## src/rtl/seq_pkg.sv

```systemverilog
// Shared types and constants for the program sequencer in front of the 9-bit proc datapath.
package seq_pkg;

    localparam int WORD_W = 9;
    localparam logic [2:0] OP_MVI = 3'b001;

    typedef enum logic [2:0] {IDLE, FETCH, LOAD, ISSUE, EXEC, HALTED} state_t;

    function automatic logic is_mvi(input logic [WORD_W-1:0] word);
        return word[WORD_W-1 -: 3] == OP_MVI;
    endfunction

endpackage

```

## src/rtl/done_watchdog.sv

```systemverilog
// Counts cycles spent waiting for Done; expired is high on the last permitted cycle.
module done_watchdog #(
    parameter int TIMEOUT = 15
) (
    input  logic clk,
    input  logic rst,
    input  logic clear,
    input  logic enable,
    output logic expired
);

    localparam int CW = $clog2(TIMEOUT + 1);

    logic [CW-1:0] count;

    always_ff @(posedge clk) begin
        if (rst || clear)
            count <= '0;
        else if (enable && count != CW'(TIMEOUT))
            count <= count + 1'b1;
    end

    // count holds completed wait cycles, so the TIMEOUT-th cycle sees TIMEOUT-1
    assign expired = enable && (count == CW'(TIMEOUT - 1));

endmodule

```

## src/rtl/instr_fetch_seq.sv

```systemverilog
// Program sequencer: fetches words from a synchronous ROM, issues one Run per
// instruction, feeds the mvi immediate one cycle later and waits for Done.
module instr_fetch_seq
    import seq_pkg::*;
#(
    parameter int AW        = 5,
    parameter int LAST_ADDR = 31,
    parameter int LOOP      = 1,
    parameter int TIMEOUT   = 15
) (
    input  logic              Clock,
    input  logic              Reset,
    input  logic              Enable,
    input  logic              StepMode,
    input  logic              Step,
    output logic [AW-1:0]     RomAddr,
    input  logic [WORD_W-1:0] RomQ,
    output logic [WORD_W-1:0] DIN,
    output logic              Run,
    input  logic              Done,
    output logic [AW-1:0]     PC,
    output logic              Busy,
    output logic              Halted,
    output logic              Error
);

    state_t        state, next_state;
    logic [AW-1:0] instr_addr;
    logic          instr_mvi;
    logic          last_instr;
    logic          wd_expired;

    done_watchdog #(.TIMEOUT(TIMEOUT)) u_wd (
        .clk     (Clock),
        .rst     (Reset),
        .clear   (state == ISSUE),
        .enable  (state == EXEC),
        .expired (wd_expired)
    );

    // An mvi also owns the word after it, so it can be the one covering LAST_ADDR
    assign last_instr = (instr_addr == AW'(LAST_ADDR)) ||
                        (instr_mvi && AW'(instr_addr + 1'b1) == AW'(LAST_ADDR));

    always_ff @(posedge Clock) begin
        if (Reset)
            state <= IDLE;
        else
            state <= next_state;
    end

    always_comb begin
        next_state = state;
        case (state)
            IDLE:   if (Enable && (!StepMode || Step)) next_state = FETCH;
            FETCH:  next_state = LOAD;
            LOAD:   next_state = ISSUE;
            ISSUE:  next_state = EXEC;
            EXEC: begin
                if (Done) begin
                    if (last_instr && LOOP == 0)
                        next_state = HALTED;
                    else if (StepMode || !Enable)
                        next_state = IDLE;
                    else
                        next_state = FETCH;
                end else if (wd_expired) begin
                    next_state = HALTED;
                end
            end
            HALTED: next_state = HALTED;
            default: next_state = IDLE;
        endcase
    end

    always_comb begin
        Run     = (state == ISSUE);
        Busy    = state inside {FETCH, LOAD, ISSUE, EXEC};
        Halted  = (state == HALTED);
        RomAddr = PC;
        // Look ahead to the immediate so it arrives in time for ISSUE
        if (state == LOAD && is_mvi(RomQ))
            RomAddr = PC + 1'b1;
    end

    always_ff @(posedge Clock) begin
        if (Reset) begin
            PC         <= '0;
            DIN        <= '0;
            Error      <= 1'b0;
            instr_addr <= '0;
            instr_mvi  <= 1'b0;
        end else begin
            case (state)
                LOAD: DIN <= RomQ;
                ISSUE: begin
                    instr_addr <= PC;
                    instr_mvi  <= is_mvi(DIN);
                    if (is_mvi(DIN)) begin
                        DIN <= RomQ;
                        PC  <= PC + 2'd2;
                    end else begin
                        PC  <= PC + 1'b1;
                    end
                end
                EXEC: begin
                    if (Done) begin
                        if (last_instr && LOOP != 0)
                            PC <= '0;
                    end else if (wd_expired) begin
                        Error <= 1'b1;
                    end
                end
                default: ;
            endcase
        end
    end

endmodule

```

## config.mk

```make
export PLATFORM = sky130hd
export DESIGN_NAME = instr_fetch_seq
export DESIGN_NICKNAME = d
export VERILOG_FILES = /design/src/rtl/seq_pkg.sv /design/src/rtl/done_watchdog.sv /design/src/rtl/instr_fetch_seq.sv
export SDC_FILE = /design/constraint.sdc
export NUM_CORES = 1
export LEC_CHECK = 0
export ABC_AREA = 1
export BUFFER_PORTS_ARGS = -buffer_cell sky130_fd_sc_hd__buf_4
export CORE_MARGIN = 4
export CORE_UTILIZATION = 40
export CTS_BUF_LIST = sky130_fd_sc_hd__clkbuf_4
export CTS_CLUSTER_SIZE = 14
export DETAILED_ROUTE_END_ITERATION = 10
export HOLD_SLACK_MARGIN = 0.02
export PLACE_DENSITY = 0.68
export SLEW_MARGIN = 0
export SYNTH_ARGS = -nofsm -noshare
export SYNTH_HDL_FRONTEND = slang
export SYNTH_SLANG_ARGS = --single-unit
```

## constraint.sdc

```tcl
create_clock -name Clock -period 1.4 [get_ports Clock]
set_input_delay 0.07 -clock Clock [delete_from_list [all_inputs] [get_ports Clock]]
set_output_delay 0.07 -clock Clock [all_outputs]
set_load 0.03 [all_outputs]
```

==> impl_metrics.yaml <==
run_status:
  outcome: "complete, but fails checks"
  violations: "negative setup slack"
power_and_ir_drop:
  ir_drop_mv: 0.618
  leakage_nw: 1.08
  powerDensity_nw_per_um2: 972
  finalPower_w: 0.00226
clocking:
  cts_max_level: 1
  numCtsBuffers: 3
  cts-root-buf: "clkbuf_4"
  cts_tree: "built"
  max-clock-path-buffers: 2
  clock-sinks: 28
  insertion_delay_ns: 0.32
  clk_pin_slew_worst_paths_ns: 0.15
sta:
  final-max-slew-violation-count: 0
  finalCritPeriodShare_pct: 117
  setup_tns_ns: -1.73
  max_freq_mhz: 609
  layout_setup_ws_ns: -0.242
  rsz0062_at_grt: "true"
  hold_viol_final: 0
  setup_viol: 19
  tightest_slew_ns: 0.325
  skew_ns: 0.0104
  slew_headroom_pct: 78.3
  holdWs_ns: 0.0456
  fin_crit_ns: 1.64
layout:
  fin_cells: 332
  area_delta_synth_final_pct: 54.7
  final_util_pct: 63.6
  antennaDiodeCount: 0
  nets: 306
  fillCellCount: 317
  drive_above_1_share_pct: 40.8
placement:
  io_buffers: 37
  hpwlAfterDp_um: 2840
  place_inst: 303
  gp_congestion: 0.848
floorplanning:
  num_rows: 22
  boundaryPins: 38
  core_um2: 3660
  fp.dieH_um: 69.3
  dieWidth_um: 69.3
  floorplan.initialDensity_pct: 41.1
  die_area_um2: 4810
synth:
  syn_area_um2: 1510
  synth.distinct_cells: 28
  async_reset_ff_share_pct: 0
  synth_common_cells: "nand2_1, nor2_1, dfxtp_1"
  synth_flop_cell: "dfxtp_1"
  synthMostInstantiatedCell: "nand2_1"
  ys_seq_area_share_pct: 37.2
  ys_top_cells_by_area: "dfxtp_1, nand2_1, nor2_1"
  synth-edff-count: 0
  yosysWarnings: 0
  netlist.area_leader.share_pct: 37.2
  synth-seq-cells: 28
  netlist_instances: 213
  syn_nets: 233
  synth_largest_area_cell: "dfxtp_1"
  synth_area_per_cell_um2: 7.07
worst_setup_path:
  cp_slowest_cell: "dfxtp_4"
  crit_family: "simple AND/OR/NAND/NOR gates"
  cp-end-kind: "output pin"
  crit_chain: "nor2_4, nand2_2, nor4_4, buf_6, nand3_1, o21ai_1, buf_4"
  path_buf_inv: 2
  startpoint_type: "register"
  criticalPathCategory: "reg2out"
  required_ns: 1.33
  slowest_delay_ns: 0.38
  cp.arrival_ns: 1.57
  crit_fanout: 5
drt:
  vias: 1626
  drc: 0
  dr.pass1.iters: 4
  drt-total-wl_um: 4240
  via_per_inst: 4.90
  postRouteAntennaNets: 0
  dr.first_iter.drc_count: 52
  wl_per_cell_um: 12.8
job:
  drv_cap: 0
global_route:
  grt_most_used_layer: "met2"
  grt_util_met1_pct: 21.2
  grt_pass1_vias: 1433
  grt_max_degree: 15
  grt_pass1_wl_um: 6640
  grt_usage_pct: 16.6
  antenna_found_initial: 0
  grt-ovfl-total: 0
  grt_use_met2_pct: 27.6
  globalRouteMet3Util_pct: 4.49
hold_path:
  worstHoldPathType: "in2reg"
==> report_power, final <==
part / internal (W) / total [W] / switching, W
registers: 0.000886 / 0.000963 / 0.0000765
clock network: 0.000101 / 0.000329 / 0.000228
logic: 0.000414 / 0.000972 / 0.000558
==> layout by cell type, fill, tap and decap left out, types with 4 or more instances in the layout <==
master          n
nand2_1        34
a21oi_2         4
o21ai_1         7
buf_6          11
ha_1            5
dfxtp_1        20
nor2_1         28
nand2_2         7
inv_1          17
o21ai_0        15
a21oi_1        13
nand2_4         6
dlygate4sd3_1   9
buf_4          52
nand3_1         9
dfxtp_4         4
nand4_1         4
inv_4           4
dfxtp_2         4
==> state kept, by name, indices dropped and copies added, names as in the netlist <==
signal / flops
instr_mvi: 1
Error: 1
state: 3
u_wd.count: 4
PC: 5
instr_addr: 5
DIN: 9
==> path summary, 6_finish.rpt <==
check | slack [ns] | endpoint | startpoint | cells after the start
worst min-delay path | 0.05 | DIN[6] | RomQ[6] | 3
worst max-delay path | -0.24 | RomAddr[3] | state[2] | 7
worst max register to register | -0.08 | PC[4] | state[0] | 9
worst min register to register | 0.49 | instr_addr[1] | instr_addr[1] | 2
==> cells by family (layout without fill, tap and decap cells) <==
family / after synthesis / in the layout / share of synthesized area (%)
flops: 28 / 28 / 37.2
buf+inv: 29 / 100 / 7.98
fa+ha+maj: 5 / 5 / 4.16
simple gates: 106 / 106 / 34.2
xor+xnor: 3 / 3 / 1.75
compound gates: 42 / 42 / 14.6
==> worst register-to-register path, cell delays in order (launching register included) <==
cell	delay (ns)
dfxtp_4	0.40
buf_6	0.12
nor2_4	0.15
nand2_4	0.08
buf_6	0.14
nor2_4	0.15
nand2_4	0.10
nand2_8	0.10
nand2_4	0.05
a21oi_2	0.13
==> stage by stage <==
stage	cell area, µm²	setup slack (ns)
floorplan	1520	-0.0522
global placement	1900	0.0205
detailed placement	1900	0.00145
CTS	2150	-0.254
global route	2330	-0.369
finish	2330	-0.242
==> metal layers <==
metal  up-vias  wire [µm]
met5         -          0
met4         0         34
met3         4        277
met2        39       2030
met1       746       1900
li1        837          -
==> timing repair <==
action / CTS / global route
endpoints found under the setup margin: 14 / 24
resized for setup: 26 / 29
hold buffers: 9 / 0
cloned: 1 / 0
buffers inserted: 7 / 9
pin swaps: 4 / 12
hold endpoints to repair: 15 / 0
==> area by class of cell <==
class / count / area, µm² / share of cell area (%)
repair buffers: 73 / 609 / 26.2
multi-input cells: 156 / 952 / 40.9
well taps: 48 / 60.1 / 2.58
flip-flops and latches: 28 / 581 / 24.9
clock buffers: 3 / 22.5 / 0.967
inverters: 24 / 104 / 4.46
Note: power is estimated with default switching activity, not from simulation.
